### config.mk
export PLATFORM = sky130hd
export DESIGN_NAME = ej32_fetch_flat
export DESIGN_NICKNAME = d
export VERILOG_FILES = /design/src/rtl/ej32_fetch_if.sv /design/src/rtl/ej32_fetch.sv /design/src/flat_wrapper.sv
export SDC_FILE = /design/constraint.sdc
export NUM_CORES = 1
export LEC_CHECK = 0
export ABC_AREA = 1
export CORE_MARGIN = 2
export CORE_UTILIZATION = 40
export CTS_CLUSTER_DIAMETER = 200
export CTS_CLUSTER_SIZE = 12
export DETAILED_ROUTE_END_ITERATION = 16
export PLACE_DENSITY = 0.8
export REMOVE_ABC_BUFFERS = 1
export SLEW_MARGIN = 20
export SYNTH_ARGS = -nofsm -noshare
export SYNTH_HDL_FRONTEND = slang
export SYNTH_SLANG_ARGS = --single-unit
### constraint.sdc
create_clock -name clk -period 1.35 [get_ports clk]
set_input_delay 0.135 -clock clk [delete_from_list [all_inputs] [get_ports clk]]
set_output_delay 0.135 -clock clk [all_outputs]
set_load 0.02 [all_outputs]
### src/rtl/ej32_fetch_if.sv
// Control bus between the eJ32 fetch/phase sequencer and the execution units:
// memory byte in, branch redirect in, instruction pointer and phase state out.
interface ej32_fetch_if #(
  parameter int ASZ = 17,
  parameter int PSZ = 3
);
  logic           stall;
  logic [7:0]     ram_d;
  logic [ASZ-1:0] br_p;
  logic           br_psel;
  logic [ASZ-1:0] p;
  logic [7:0]     code;
  logic [PSZ-1:0] phase;
  logic           fetch;
  logic           ph_last;

  modport master (
    input  stall, ram_d, br_p, br_psel,
    output p, code, phase, fetch, ph_last
  );

  modport slave (
    output stall, ram_d, br_p, br_psel,
    input  p, code, phase, fetch, ph_last
  );
endinterface

### src/rtl/ej32_fetch.sv
// eJ32 instruction fetch and phase sequencer: owns p, latches opcodes and
// steps the per-instruction phase counter, accepting branch redirects.
module ej32_fetch #(
  parameter int ASZ = 17,
  parameter int PSZ = 3
) (
  input  logic         clk,
  input  logic         rst,
  ej32_fetch_if.master ctl
);

  typedef enum logic {S_FETCH = 1'b0, S_EXEC = 1'b1} state_t;

  state_t         r_state, w_state_nxt;
  logic [ASZ-1:0] r_p, w_p_nxt;
  logic [7:0]     r_code, w_code_nxt;
  logic [PSZ-1:0] r_phase, w_phase_nxt;
  logic [1:0]     r_nb, w_nb_nxt;
  logic [PSZ-1:0] r_nlast, w_nlast_nxt;
  logic [ASZ-1:0] w_p_inc;

  // Operand byte count of an opcode.
  function automatic logic [1:0] dec_nb(input logic [7:0] op);
    logic [1:0] nb;
    nb = 2'd0;
    case (op)
      8'h10, 8'h15, 8'h36: nb = 2'd1;
      8'h11, 8'hA8, 8'hB6: nb = 2'd2;
      default: if (op >= 8'h99 && op <= 8'hA7) nb = 2'd2;
    endcase
    return nb;
  endfunction

  // Index of the final phase: max(1, nb + nx) - 1, nx set only for jsr.
  function automatic logic [PSZ-1:0] dec_nlast(input logic [7:0] op);
    logic [2:0] n;
    n = {1'b0, dec_nb(op)} + ((op == 8'hA8) ? 3'd1 : 3'd0);
    return (n == 3'd0) ? '0 : PSZ'(n - 3'd1);
  endfunction

  assign w_p_inc = r_p + ASZ'(1);

  always_ff @(posedge clk or posedge rst) begin
    if (rst) begin
      r_state <= S_FETCH;
      r_p     <= '0;
      r_code  <= 8'h00;
      r_phase <= '0;
      r_nb    <= 2'd0;
      r_nlast <= '0;
    end else begin
      r_state <= w_state_nxt;
      r_p     <= w_p_nxt;
      r_code  <= w_code_nxt;
      r_phase <= w_phase_nxt;
      r_nb    <= w_nb_nxt;
      r_nlast <= w_nlast_nxt;
    end
  end

  always_comb begin
    w_state_nxt = r_state;
    w_p_nxt     = r_p;
    w_code_nxt  = r_code;
    w_phase_nxt = r_phase;
    w_nb_nxt    = r_nb;
    w_nlast_nxt = r_nlast;
    if (!ctl.stall) begin
      case (r_state)
        S_FETCH: begin
          if (ctl.br_psel) begin
            w_p_nxt = ctl.br_p;
          end else begin
            w_code_nxt  = ctl.ram_d;
            w_nb_nxt    = dec_nb(ctl.ram_d);
            w_nlast_nxt = dec_nlast(ctl.ram_d);
            w_p_nxt     = w_p_inc;
            w_phase_nxt = '0;
            w_state_nxt = S_EXEC;
          end
        end
        S_EXEC: begin
          // A redirect aborts the remaining phases and overrides operand increment.
          if (ctl.br_psel) begin
            w_p_nxt     = ctl.br_p;
            w_phase_nxt = '0;
            w_state_nxt = S_FETCH;
          end else begin
            if (r_phase < PSZ'(r_nb)) w_p_nxt = w_p_inc;
            if (r_phase < r_nlast) begin
              w_phase_nxt = r_phase + PSZ'(1);
            end else begin
              w_phase_nxt = '0;
              w_state_nxt = S_FETCH;
            end
          end
        end
        default: w_state_nxt = S_FETCH;
      endcase
    end
  end

  assign ctl.p       = r_p;
  assign ctl.code    = r_code;
  assign ctl.phase   = r_phase;
  assign ctl.fetch   = (r_state == S_FETCH);
  assign ctl.ph_last = (r_state == S_EXEC) && (r_phase == r_nlast);

endmodule
### src/flat_wrapper.sv
// flat-port wrapper written by rule: the top's interface ports become plain ports
module ej32_fetch_flat 
#(
  parameter int ASZ = 17,
  parameter int PSZ = 3
)
  (clk, rst, ctl_stall, ctl_ram_d, ctl_br_p, ctl_br_psel, ctl_p, ctl_code, ctl_phase, ctl_fetch, ctl_ph_last);
  ej32_fetch_if #(.ASZ(ASZ), .PSZ(PSZ)) ctl_i ();
  input  logic clk;
  input  logic rst;
  input wire logic [$bits(ctl_i.stall)-1:0] ctl_stall;
  input wire logic [$bits(ctl_i.ram_d)-1:0] ctl_ram_d;
  input wire logic [$bits(ctl_i.br_p)-1:0] ctl_br_p;
  input wire logic [$bits(ctl_i.br_psel)-1:0] ctl_br_psel;
  output wire logic [$bits(ctl_i.p)-1:0] ctl_p;
  output wire logic [$bits(ctl_i.code)-1:0] ctl_code;
  output wire logic [$bits(ctl_i.phase)-1:0] ctl_phase;
  output wire logic [$bits(ctl_i.fetch)-1:0] ctl_fetch;
  output wire logic [$bits(ctl_i.ph_last)-1:0] ctl_ph_last;
  assign ctl_i.stall = ctl_stall;
  assign ctl_i.ram_d = ctl_ram_d;
  assign ctl_i.br_p = ctl_br_p;
  assign ctl_i.br_psel = ctl_br_psel;
  assign ctl_p = ctl_i.p;
  assign ctl_code = ctl_i.code;
  assign ctl_phase = ctl_i.phase;
  assign ctl_fetch = ctl_i.fetch;
  assign ctl_ph_last = ctl_i.ph_last;
  ej32_fetch #(.ASZ(ASZ), .PSZ(PSZ)) u_core (.clk(clk), .rst(rst), .ctl(ctl_i));
endmodule
# After elaboration in Yosys (flattened, before gate mapping)
# Cells that the tools add are included.
# totals
register_bits	34
in_bits	29
output_inout_bits	30
wordCells	53
# classes
n_addsub	4
magnitude_cmp	4
n_eq_ne	9
mux	19
n_bitwise	3
n_reduce_logical	8
# op_table
cell	count
$mux W17	3
$pmux W17 S2	1
$eq A8 B5 Y1 const B	3
$add A17 B1 Y17 const B	1
$eq A8 B8 Y1 const B	2
$mux W3	4
$eq A8 B6 Y1 const B	1
$ge A8 B8 Y1 const B	1
$le A8 B8 Y1 const B	1
$mux W2	4
$pmux W3 S2	1
$reduce_or A3 Y1	2
$mux W1	4
$pmux W2 S2	1
$reduce_and A2 Y1	2
$add A2 B3 Y3	1
$add A3 B1 Y3 const B	1
$eq A3 B3 Y1	1
$logic_not A3 Y1	1
$lt A3 B2 Y1	1
$lt A3 B3 Y1	1
$ne A3 B3 Y1 const B	1
$not A1 Y1	3
$reduce_and A3 Y1	1
4 further kinds	5

# Longest topological paths before layout
# logic_depth
word_depth	10
ltp_mapped	11
mapped_depth_nobuf	11

# Least setup slack after synthesis
# Ideal clock, no wire load.
# synth_timing
path_kind	register to register
start	register u_core.r_p[0], in the netlist u_core.ctl.p[0]
end	register u_core.r_p[16], in the netlist u_core.ctl.p[16]
setup_ns	0.116
arrival_time_ns	1.410
t_required_ns	1.234
path_slack_ns	-0.176
path_stages_with_launch	9
path_buffers	0
synth_period_minus_slack_ns	1.526
path_cell_list	dfrtp_1 -> ha_1 -> nand2_1 -> nor2_1 -> nand2_1 -> o21ai_1 -> nand3_1 -> nand2_1 -> nand2_1
# synth_between
elab_chain_len	4
word_cells_on_any_way	5
classes_between	add/sub: 1; mux: 4
# synth_lines
item	line	text
start: declaration	ej32_fetch.sv:15	logic [ASZ-1:0] r_p, w_p_nxt;
start signal: assignment	ej32_fetch.sv:53	r_p <= w_p_nxt;
$add A17 B1 Y17 (*)	ej32_fetch.sv:41	assign w_p_inc = r_p + ASZ'(1);
$mux W17	ej32_fetch.sv:89	if (r_phase < PSZ'(r_nb)) w_p_nxt = w_p_inc;
$mux W17	ej32_fetch.sv:84	if (ctl.br_psel) begin
$pmux W17 S2 (*)	ej32_fetch.sv:69	case (r_state)
# Every way passes the cells marked *; elsewhere a longest branch is shown, timed or not. The select of a mux whose other input is x is not followed.
# A chain may end at the register's enable or synchronous reset.

# Final worst setup path
# layout_timing
start	register u_core.r_phase[1], in the netlist u_core.ctl.phase[1]
end	register u_core.r_p[16], in the netlist u_core.ctl.p[16]
# layout_between
elab_chain_len	3
# layout_lines
item	line	text
start: declaration	ej32_fetch.sv:17	logic [PSZ-1:0] r_phase, w_phase_nxt;
start signal: assignment	ej32_fetch.sv:55	r_phase <= w_phase_nxt;
$lt A3 B2 Y1	ej32_fetch.sv:89	
$ne A3 B3 Y1 (no source line)	--	
$reduce_and A2 Y1 (no source line)	--	
# Every way passes these cells.

==> metrics.txt <==
Slew headroom 0.752; max-slew violations 0; clock latency at the later pin of the worst-skew pair 280 ps; Worst Max-Slew Pin Slew 372 ps; placed wire-length estimate 4.25 mm; # DRC 0; Primary FF master, synth dfrtp_1; crit path time final 1560 ps; P per Cell Area 1550 nW/um2; synth warn 0; Antenna Cells 0; cts bufs inserted 5; Hold Vio Cnt, Final 0; drt wl/cell 13.3 um; clk sink count 34; Synth area leader dfrtp_1; Sw Pwr 0.00250 W; Yosys top cell area share 0.370; Int Pwr 0.00320 W; global route overflow 0; worst slack, placed -681 ps; crit share post-route 1.15; most frequent cell after synthesis nand2_1; Critical Path RT 1520 ps; Fillers 468; Multi-input gate area 1460 um2; WS Path Type reg2reg; port bufs 58; Clock H-tree levels 2; combinational share of power 0.518; initial antenna violation count 0; Critical Path Start Type flip-flop; Post-synth EDFFs 0; Tot GR Track Use 0.220; Die X 79.8 um; nets 479; Detailed Route Iter0 Violations 132; Fmax 642 MHz; overall power 0.00570 W; Clk pin slew, worst setup/hold paths 80 ps; main area contributors after synthesis dfrtp_1 37%, nand2_1 17%, nor2_1 8.2%; Setup crit end kind flip-flop; Chip Height 79.8 um; RSZ-0062 raised after global routing true; GPL Wtd Cong 0.872; DR vias/cell 5.06; CTS tree yes; Initial Utilization 0.415; violated checks negative setup slack; switch share 0.439; Top Ports 59; Final Hold Slack 194 ps; num rows 27; Worst Slack Setup Final -208 ps; pin count of the biggest net entering global routing 35; ratio of cells with drive above 1 in the final layout 0.327; CTS Hold Buffers Added 0; WL final 6.84 mm; Seq cells post-synth 34; die area 6370 um2; Synth cell types 27; Syn Inst Count 333; Clk pwr share 0.157; Lkg Pwr 1.84 nW; worst vdd ir 745 uV; first-pass GRT wire length 11.1 mm; Seq/Total Area, Yosys 0.370; Detail Route Antenna Nets 0; CTS Buffer Depth 2; FFs w/ async S/R, synth 1.00; Worst Path Arrival 1730 ps; Root Buffer Master clkbuf_8; Flop pwr share 0.324; synth cell count leaders 107 x nand2_1, 50 x nor2_1, 37 x inv_1; max-cap violation count 0; register area 852 um2; Hold Crit Class in2async; router iterations before antenna repair 4; setup violators final 22; Avg Inst Size Synth 6.91 um2; Mapped Area 2300 um2; final setup TNS -3370 ps; Syn-to-layout area delta 60.2%; worst clock skew 8.37 ps; status complete, but fails checks; Core Area 5540 um2; total number of vias 2608; crit-path max FO 5; vias in the first global route 2592
## kinds of logic after synthesis
family	count (synthesis)	share of synthesized area
and+or+nand+nor	202	0.375
buffers and inverters	48	0.0941
DFF	34	0.370
AOI/OAI and AO/OA	32	0.0822
adders and majority gates	8	0.0435
xor gates and xnor gates	7	0.0267
muxes	2	0.00871
## through the flow
stage / utilization / cell area, um2 / cells
4_1_cts: 0.656 / 3630 / 516
3_5_place_dp: 0.577 / 3200 / 489
5_1_grt: 0.665 / 3680 / 515
6_report: 0.665 / 3680 / 515
2_1_floorplan: - / 2230 / 325
3_3_place_gp: 0.577 / 3200 / 489
## power by group through the flow
stage	clock, W	combinational (W)	sequential [W]
finish	0.000896	0.00295	0.00185
global route	0.000965	0.00322	0.00191
CTS	0.000909	0.00285	0.00180
detailed placement	0	0.00277	0.00181
global placement	0	0.00269	0.00180
floorplan	0	0.00103	0.00218
## registers in the layout, summed over array words and instances, names as in the netlist
register          cells
u_core.ctl.code       8
u_core.ctl.p         17
u_core.ctl.phase      3
u_core.r_nb           2
u_core.r_nlast        3
u_core.r_state        1
## routing by layer
metal,track usage,share of wire
met1,0.233,0.39
met2,0.418,0.53
met3,0.0452,0.056
met4,0.0949,0.027
met5,0,0
## layout make-up
type                            count  share of cell area
Timing Repair Buffer              110               0.276
Tap cell                           72              0.0245
Sequential cell                    34               0.231
Inverter                           40              0.0408
Clock buffer                        8              0.0299
Multi-Input combinational cell    251               0.397
## critical path, stage by stage, from the launching register on
cell	delay, ps
dfrtp_1	420
buf_6	140
ha_4	200
o21ai_2	60
nand2_2	80
nand2_2	70
nand2_4	80
buf_12	150
buf_16	140
nand2_2	60
nand2_2	50
## timing repair
action / 4_1_cts / 5_1_grt
cloned: 3 / 0
setup buffers: 16 / 2
pin swaps: 17 / 22
gates resized for setup: 99 / 51
endpoints found under the setup margin: 54 / 27
## cells in the final DEF (no fill, tap or decap), types with 2 or more instances in the layout
cell,instances
clkbuf_8,8
nand3_2,2
nor2_2,16
buf_4,41
nand3b_1,3
inv_1,27
ha_4,5
nand2_1,85
a21oi_1,2
buf_12,3
clkdlybuf4s15_1,4
nor2_1,33
o211ai_1,3
nand3_1,22
buf_16,2
nor2_4,6
inv_2,13
clkbuf_2,4
a21oi_2,3
nand4_1,4
buf_6,8
ha_1,3
nand2_4,4
dlygate4sd2_1,28
dfrtp_1,33
xor2_1,7
o21ai_2,2
mux2i_1,2
nand2_2,24
o21ai_1,19
clkdlybuf4s50_1,20
## worst paths after layout
| kind | startpoint | to | slack, ps | cells after the start |
|---|---|---|---|---|
| worst min register to register | u_core.r_nb[1] | u_core.r_nb[1] | 490 | 2 |
| min in group clk | ctl_ram_d[1] | u_core.ctl.code[1] | 220 | 4 |
| max in group asynchronous | rst | u_core.ctl.p[3] | 960 | 3 |
| worst max-delay path | u_core.ctl.phase[1] | u_core.ctl.p[16] | -210 | 10 |
| worst max register to register | u_core.ctl.phase[1] | u_core.ctl.p[16] | -210 | 10 |
| worst min-delay path | rst | u_core.ctl.p[14] | 190 | 3 |
Power figures use the tool's default switching activity.
